## config.mk

```make
export PLATFORM = sky130hd
export DESIGN_NAME = membus_mmio_ctrl
export DESIGN_NICKNAME = d
export VERILOG_FILES = /design/src/rtl/membus_mmio_ctrl.sv
export SDC_FILE = /design/constraint.sdc
export NUM_CORES = 1
export LEC_CHECK = 0
export CAP_MARGIN = 20
export CORE_ASPECT_RATIO = 0.5
export CORE_MARGIN = 4
export CORE_UTILIZATION = 40
export DETAILED_ROUTE_END_ITERATION = 12
export DONT_BUFFER_PORTS = 1
export PLACE_DENSITY_LB_ADDON = 0.05
export SYNTH_ARGS = -nofsm -noshare
export SYNTH_HDL_FRONTEND = slang
export SYNTH_SLANG_ARGS = --single-unit
```

## constraint.sdc

```tcl
create_clock -name clk -period 2.1 [get_ports clk]
set_input_delay 0.315 -clock clk [delete_from_list [all_inputs] [get_ports clk]]
set_output_delay 0.315 -clock clk [all_outputs]
set_load 0.02 [all_outputs]
```

## src/rtl/membus_mmio_ctrl.sv

```systemverilog
// Memory-map controller: mirrored RAM, ROM window, MMIO page (LED + queued UART TX/RX); reads are combinational.
// MEMBUS_RX_FIFO_EN selects an RX FIFO; otherwise RX is a single holding byte. RX stalls its strobe while full.
module membus_mmio_ctrl #(
  parameter int RAM_AW  = 4,
  parameter int FIFO_AW = 2
) (
  input  logic        clk,
  input  logic        nrst,
  input  logic [7:0]  addr_hi,
  input  logic [7:0]  addr_lo,
  input  logic        rnw,
  input  logic [7:0]  cpu_wdata,
  output logic [7:0]  cpu_rdata,
  output logic [14:0] rom_addr,
  input  logic [7:0]  rom_data,
  output logic [7:0]  txdata,
  output logic        txclk,
  input  logic        txready,
  input  logic [7:0]  rxdata,
  output logic        rxclk,
  input  logic        rxready,
  output logic [7:0]  led
);

  localparam int RAM_N = 1 << RAM_AW;
  localparam int FD    = 1 << FIFO_AW;
  localparam logic [FIFO_AW:0] FULL_CNT = {1'b1, {FIFO_AW{1'b0}}};

  typedef enum logic [1:0] {TX_IDLE, TX_STROBE, TX_GAP} tx_st_t;
  typedef enum logic [1:0] {RX_IDLE, RX_STROBE, RX_GAP} rx_st_t;

  logic [15:0] a;
  logic        is_rom, is_mmio, is_ram;
  logic        wr_tx, rd_rx, wr_st, wr_led;

  assign a        = {addr_hi, addr_lo};
  assign rom_addr = {addr_hi[6:0], addr_lo};
  assign is_rom   = addr_hi[7];
  assign is_mmio  = (addr_hi == 8'h7F);
  assign is_ram   = ~is_rom & ~is_mmio;
  assign wr_tx    = is_mmio & ~rnw & (addr_lo == 8'h00);
  assign rd_rx    = is_mmio &  rnw & (addr_lo == 8'h01);
  assign wr_st    = is_mmio & ~rnw & (addr_lo == 8'h02);
  assign wr_led   = is_mmio & ~rnw & (addr_lo == 8'h03);

  // RAM mirrors across the whole non-ROM, non-MMIO space
  logic [7:0] ram [RAM_N];

  always_ff @(posedge clk or negedge nrst) begin
    if (!nrst) begin
      for (int i = 0; i < RAM_N; i++) ram[i] <= 8'h00;
    end else if (is_ram && !rnw) begin
      ram[a[RAM_AW-1:0]] <= cpu_wdata;
    end
  end

  always_ff @(posedge clk or negedge nrst) begin
    if (!nrst)       led <= 8'h00;
    else if (wr_led) led <= cpu_wdata;
  end

  // TX FIFO
  logic [7:0]         tx_mem [FD];
  logic [FIFO_AW-1:0] tx_wp, tx_rp;
  logic [FIFO_AW:0]   tx_cnt;
  logic               tx_empty, tx_full, tx_push, tx_pop, tx_ovf;
  tx_st_t             tx_st, tx_nxt;

  assign tx_empty = (tx_cnt == '0);
  assign tx_full  = (tx_cnt == FULL_CNT);
  assign tx_push  = wr_tx & ~tx_full;

  always_ff @(posedge clk) begin
    if (tx_push) tx_mem[tx_wp] <= cpu_wdata;
  end

  always_ff @(posedge clk or negedge nrst) begin
    if (!nrst) begin
      tx_wp  <= '0;
      tx_rp  <= '0;
      tx_cnt <= '0;
      tx_ovf <= 1'b0;
      txdata <= 8'h00;
    end else begin
      if (tx_push) tx_wp <= tx_wp + 1'b1;
      if (tx_pop) begin
        tx_rp  <= tx_rp + 1'b1;
        txdata <= tx_mem[tx_rp];
      end
      case ({tx_push, tx_pop})
        2'b10:   tx_cnt <= tx_cnt + 1'b1;
        2'b01:   tx_cnt <= tx_cnt - 1'b1;
        default: tx_cnt <= tx_cnt;
      endcase
      if (wr_tx && tx_full)            tx_ovf <= 1'b1;
      else if (wr_st && cpu_wdata[7])  tx_ovf <= 1'b0;
    end
  end

  always_ff @(posedge clk or negedge nrst) begin
    if (!nrst) tx_st <= TX_IDLE;
    else       tx_st <= tx_nxt;
  end

  always_comb begin
    tx_nxt = tx_st;
    tx_pop = 1'b0;
    txclk  = 1'b0;
    case (tx_st)
      TX_IDLE: begin
        if (!tx_empty && txready) begin
          tx_pop = 1'b1;
          tx_nxt = TX_STROBE;
        end
      end
      TX_STROBE: begin
        txclk  = 1'b1;
        tx_nxt = TX_GAP;
      end
      TX_GAP:  tx_nxt = TX_IDLE;
      default: tx_nxt = TX_IDLE;
    endcase
  end

  // RX storage
  logic       rx_empty, rx_full, rx_push, rx_pop;
  logic [7:0] rx_head;
  rx_st_t     rx_st, rx_nxt;

  assign rx_pop = rd_rx & ~rx_empty;

`ifdef MEMBUS_RX_FIFO_EN
  logic [7:0]         rx_mem [FD];
  logic [FIFO_AW-1:0] rx_wp, rx_rp;
  logic [FIFO_AW:0]   rx_cnt;

  assign rx_empty = (rx_cnt == '0);
  assign rx_full  = (rx_cnt == FULL_CNT);
  assign rx_head  = rx_mem[rx_rp];

  always_ff @(posedge clk) begin
    if (rx_push) rx_mem[rx_wp] <= rxdata;
  end

  always_ff @(posedge clk or negedge nrst) begin
    if (!nrst) begin
      rx_wp  <= '0;
      rx_rp  <= '0;
      rx_cnt <= '0;
    end else begin
      if (rx_push) rx_wp <= rx_wp + 1'b1;
      if (rx_pop)  rx_rp <= rx_rp + 1'b1;
      case ({rx_push, rx_pop})
        2'b10:   rx_cnt <= rx_cnt + 1'b1;
        2'b01:   rx_cnt <= rx_cnt - 1'b1;
        default: rx_cnt <= rx_cnt;
      endcase
    end
  end
`else
  logic [7:0] rx_hold;
  logic       rx_vld;

  assign rx_empty = ~rx_vld;
  assign rx_full  = rx_vld;
  assign rx_head  = rx_hold;

  always_ff @(posedge clk or negedge nrst) begin
    if (!nrst) begin
      rx_hold <= 8'h00;
      rx_vld  <= 1'b0;
    end else if (rx_push) begin
      rx_hold <= rxdata;
      rx_vld  <= 1'b1;
    end else if (rx_pop) begin
      rx_vld  <= 1'b0;
    end
  end
`endif

  always_ff @(posedge clk or negedge nrst) begin
    if (!nrst) rx_st <= RX_IDLE;
    else       rx_st <= rx_nxt;
  end

  always_comb begin
    rx_nxt  = rx_st;
    rx_push = 1'b0;
    rxclk   = 1'b0;
    case (rx_st)
      RX_IDLE: begin
        if (rxready && !rx_full) begin
          rx_push = 1'b1;
          rx_nxt  = RX_STROBE;
        end
      end
      RX_STROBE: begin
        rxclk  = 1'b1;
        rx_nxt = RX_GAP;
      end
      RX_GAP:  rx_nxt = RX_IDLE;
      default: rx_nxt = RX_IDLE;
    endcase
  end

  always_comb begin
    cpu_rdata = 8'h00;
    if (rnw) begin
      if (is_rom) begin
        cpu_rdata = rom_data;
      end else if (is_mmio) begin
        case (addr_lo)
          8'h01:   cpu_rdata = rx_empty ? 8'h00 : rx_head;
          8'h02:   cpu_rdata = {tx_ovf, 3'b000, rx_full, rx_empty, tx_full, tx_empty};
          8'h03:   cpu_rdata = led;
          default: cpu_rdata = 8'h00;
        endcase
      end else begin
        cpu_rdata = ram[a[RAM_AW-1:0]];
      end
    end
  end

endmodule

```

---- Word-level counts from Yosys, hierarchy flattened ----
Memory sizes are Yosys's and may differ from the RTL's. A register that Yosys moved wholly into a read port is not among the register bits.
Cells that the tools add are included.
word-level totals
  logic and storage cells ................. 103
  bits in registers ....................... 157
  output and inout port bits .............. 41
  bits in writable memories ............... 32
  memories ................................ 1
cells by class
  order comparisons ....................... 2
  add/subtract/negate cells ............... 4
  reduce and logical (&&, ||, !) cells .... 17
  mux-type cells .......................... 28
  eq/ne operators ......................... 11
  bitwise logic cells ..................... 15
memory list
  memory  words  bits a word  read ports  clocked after memory_dff  write ports  RTL line  text
  tx_mem  4      8            1           1                         1            63        logic [7:0] tx_mem [FD];
operators by type and width
  cell                                                         number
  bitwise mux 128 bit                                          1
  two-way mux 8 bit                                            7
  binary-select mux 8 bit (select 4 bit)                       1
  demux 8 bit (select 4 bit)                                   1
  one-hot mux 8 bit (3 select lines)                           1
  == test 8 x 2 -> 1 bit (second input constant)               2
  two-way mux 1 bit                                            12
  AND 1 bit                                                    9
  == test 8 x 1 -> 1 bit (second input constant)               1
  == test 8 x 7 -> 1 bit (second input constant)               1
  logical NOT 8 bit                                            1
  one-hot mux 2 bit (2 select lines)                           2
  == test 2 x 1 -> 1 bit (second input constant)               3
  logical AND 1 bit                                            6
  one-hot mux 3 bit (2 select lines)                           1
  nonzero test 2 bit                                           3
  greater-or-equal comparator 5 bit (second input constant)    1
  less-than comparator 5 x 1 -> 1 bit (second input constant)  1
  inverter 1 bit                                               5
  inverter 4 -> 5 bit                                          1
  adder 2 x 1 -> 2 bit (second input constant)                 2
  logical NOT 1 bit                                            4
  logical NOT 2 bit                                            2
  two-way mux 2 bit                                            2
  other kinds (6)                                              7

---- Depth between registers and ports, before layout ----
  depth in word-level cells ............... 7
  gate-level depth with buffers ........... 13
  depth with buffers taken out ............ 11

---- Worst setup path after synthesis ----
Ideal clock, no wire load.
  path type ............................... input port to flip-flop
  start ................................... input addr_hi[7]
  end ..................................... register tx_cnt[2]
  arrival ................................. 2.341 ns
  buffers on the path ..................... 2
  data required time ...................... 1.975 ns
  stages on the path ...................... 13
  library setup time ...................... 0.125 ns
  setup slack ............................. -0.366 ns
  cells stage by stage .................... buf_6 -> nand4b_1 -> or2_0 -> buf_2 -> or3_4 -> nor2_4 -> inv_1 -> ha_1 -> inv_1 -> fa_1 -> xor2_1 -> nor2_1 -> xor2_1
on the way
  cells in the longest elaborated chain, start to end .. 6
ends and longest elaborated chain
  element                                                                          RTL line  text
  from (decl)                                                                      9         input logic [7:0] addr_hi,
  == test 8 x 7 -> 1 bit *                                                         39        assign is_mmio = (addr_hi == 8'h7F);
  AND 1 bit * (2 in series)                                                        41        assign wr_tx = is_mmio & ~rnw & (addr_lo == 8'h00);
  AND 1 bit *                                                                      71        assign tx_push = wr_tx & ~tx_full;
  == test 2 x 1 -> 1 bit / == test 2 bit (equally long branches)                   90        case ({tx_push, tx_pop})
  one-hot mux 3 bit (2 select lines) / nonzero test 2 bit (equally long branches)  --
  to (signal assigned)                                                             91        2'b10: tx_cnt <= tx_cnt + 1'b1;
  to (signal assigned)                                                             92        2'b01: tx_cnt <= tx_cnt - 1'b1;
  to (signal assigned)                                                             93        default: tx_cnt <= tx_cnt;
  to (decl)                                                                        65        logic [FIFO_AW:0] tx_cnt;
Every way passes the cells marked *; elsewhere a longest branch is shown, timed or not.
A chain may end at the register's enable or synchronous reset.

---- Worst setup path after layout ----
  start ................................... register ram[71] in the netlist's numbering
  end ..................................... output cpu_rdata[7]
on the way
  cells in the longest elaborated chain, start to end .. 6
ends and longest elaborated chain
  element                                                RTL line  text
  from (decl)                                            47        logic [7:0] ram [RAM_N];
  from (signal, indexed assignment)                      53        ram[a[RAM_AW-1:0]] <= cpu_wdata;
  binary-select mux 8 bit (select 4 bit)                 219       cpu_rdata = ram[a[RAM_AW-1:0]];
  two-way mux 8 bit (not written as such) (2 in series)  219
  two-way mux 8 bit                                      211       end else if (is_mmio) begin
  two-way mux 8 bit                                      209       if (is_rom) begin
  two-way mux 8 bit                                      208       if (rnw) begin
  to (decl)                                              13        output logic [7:0] cpu_rdata,
No other way between the ends. The select of a mux whose other input is x is not followed.

==> results.ini <==
[finish]
nFillCells=1956
multi_input_area_um2=3930
fin_nets=689
final_layout_size_suffix_gt1_share_pct=47.3
syn2layout_area_growth_pct=14.5
final_common_cell=dfrtp_1
register_area_um2=5090
final_cell_area_um2=10500
final_cells=951
mostFrequentLayoutCells=dfrtp_1 (164), mux2_2 (159), edfxtp_1 (32)
antenna_cells=0

[timing]
fin_crit_ps=2350
finalHoldViolCount=165
slew_violations=0
worst_pin_slew_ps=475
fmax_mhz=426
rsz0062_at_grt=yes
post-route-period-util_pct=112
setup_tns_ps=-1650
fin_hold_ws_ps=-437
layout_setup_ws_ps=-247
fin_skew_ps=9.62
setup_viol=8
slew-limit-headroom_pct=68.1

[grt]
first_global_vias=5458
antenna_found_initial=0
grt_overflow=0
grt_max_degree=166
grt_pass1_wl_um=34700
grt_usage_pct=18.2

[floorplanning]
rows=38
start_util_pct=41.5
die_area_um2=25600
coreArea_um2=22100
die_width_um=222
io-pin-count=86
die_h_um=115

[hold_path]
hp-class=in -> async

[synth]
ys_async_sr_fraction_pct=83.8
synthXorXnorAreaFrac_pct=0.573
synth_area_leader_cell=dfrtp_1
synth.distinct_cells=55
synth_fa_ha_area_share_pct=0.901
muxShareOfSynthArea_pct=28.9
synth_cells=623
yosys_warnings=0
synthSimpleGateAreaFrac_pct=6.43
yosysSeqAreaShare_pct=55.5
synth_edf_count=32
syn-num-nets=674
synthTopCellsByArea=dfrtp_1 (45%), mux2_2 (20%), edfxtp_1 (10%), mux4_2 (7.4%), mux2i_1 (1.9%)
synth_ff_type=dfrtp_1
synth-seq-cells=197
synth.top_cell.area_share_pct=45.0
synth_top_family_by_area=multiplexers
synth_area_um2=9170
synth-compound-area-share_pct=4.22
syn_area_per_cell_um2=14.7

[setup_path]
critPathArrivalTime_ps=2030
cp_max_fo=2
crit_path_top_delay_cell=mux4_2
crit_chain=mux4_2 -> a211oi_2 -> nor4_2 -> o221a_2
crit_family=compound AO/OA/AOI/OAI gates
crit_path_start_kind=flip-flop
path_buf_inv=0
max_stage_delay_ps=550
critPathKind=reg -> out
end_kind=output port
required_ps=1780

[outcome]
failed_checks=negative hold slack, negative setup slack
run_status=complete, but fails checks

[cts]
cts_num_sinks=197
cts_made_buffers=17
clock_latency_ps=440
cts-htree-levels=4
clock-root-buffer=clkbuf_16
clock_path_buffers=2
cts_tree=built
clk_transition_reported_paths_ps=70

[route]
postRouteAntennaNets=0
drt_first_pass_iters=4
drt_iter0_drc=464
wirelength_um=22400
drc=0
vias_per_cell=5.52
wl_per_cell_um=23.6
vias=5253

[placed_design]
dp_hpwl_um=14700
io_buffers=0
dp.cells=904
place_area_um2=9590
finalWeightedCongestion=0.765

[power_and_ir_drop]
irDropWorstVdd_uv=535
p_total_uw=10600
p_leak_uw=0.00442
power.density_nw_per_um2=1010

[job]
cap_violations=0

## Yosys cell counts (all sizes together), types with 2 or more instances
master,instances
and2,5
a22o,4
nand3b,2
inv,7
nor2b,15
a211o,2
a32oi,4
ha,5
nor2,15
a31oi,4
nor4,6
o21ai,12
nand2,27
xnor2,3
xor2,3
o2111ai,4
nand3,10
dfrtp,165
clkbuf,24
edfxtp,32
or3,2
mux2,160
o221ai,2
o221a,3
buf,29
a21oi,8
mux2i,17
nor4b,3
mux4,30
a211oi,4
## logic make-up after synthesis
logic type	Yosys count
simple gates	93
xor+xnor	6
fa+ha+maj	6
mux	207
compound gates	54
flops	197
buf+inv	60
## routing by layer
metal  share of wire [%]  track usage (%)  wire length (µm)  up-vias
met5                   0                0                 0        -
met4                0.90             4.71               201        0
met2                  44             27.1              9950       89
li1                    -                -                 -     2343
met1                  51             27.0             11300     2808
met3                 4.1             4.44               913       13
## registers in the layout, summed over array words and instances (netlist names), 2 cells and up
register / flops
rx_head: 8
tx_cnt: 3
led: 8
tx_wp: 2
tx_st: 2
tx_mem: 32
txdata: 8
ram: 128
rx_st: 2
tx_rp: 2
## report_power, final
| part | switching, µW | leakage (µW) | internal [µW] |
|---|---|---|---|
| Clock | 1460 | 0.000289 | 1990 |
| Combinational | 791 | 0.00175 | 1240 |
| Sequential | 515 | 0.00238 | 4600 |
## per-stage QoR
| step | setup slack (ps) | utilization, % |
|---|---|---|
| final | -247 | 47.5 |
| after global routing | -361 | 47.5 |
| after CTS | -300 | 47.3 |
| after detailed placement | -92.2 | 43.4 |
| after global placement | -58.9 | 43.4 |
| after floorplan | -278 | - |
## worst register-to-register path, stage by stage (launching register included)
cell     delay [ps]
dfrtp_1         410
buf_4           150
nor2_2          150
nand2_2          90
nand2_2          90
nor2_4           40
inv_1            50
ha_2            180
inv_2            40
fa_2            340
xor2_1          160
nor2_1          110
xor2_1          160
## cell type report
| cell class | instances | area share (%) |
|---|---|---|
| Tap cell | 300 | 3.58 |
| Clock buffer | 18 | 4.09 |
| Timing Repair Buffer | 49 | 4.34 |
| Clock inverter | 14 | 1.78 |
| Sequential cell | 197 | 48.5 |
| Multi-Input combinational cell | 366 | 37.5 |
| Inverter | 7 | 0.250 |
## final timing paths
check	from	depth (start not counted)	slack, ps	to
setup / recovery	ram[71]$_DFFE_PN0P_	4	-250	cpu_rdata[7]
hold / removal	nrst	0	-440	rx_st[1]$_DFFE_PN0P_
setup reg to reg	tx_cnt[1]$_DFFE_PN0P_	12	60	tx_cnt[2]$_DFFE_PN0P_
hold reg to reg	rx_st[1]$_DFFE_PN0P_	1	470	rx_st[1]$_DFFE_PN0P_
max in group asynchronous	nrst	0	2260	ram[29]$_DFFE_PN0P_
min in group clk	cpu_wdata[6]	1	20	led[6]$_DFFE_PN0P_
## repair_timing
item	CTS	global route
endpoints found under the hold margin	202	166
hold buffers	14	1
gates resized for setup	24	7
setup buffers	0	0
setup endpoints to repair	8	9
pin swaps	16	2
Note: power is estimated with default switching activity, not from simulation.
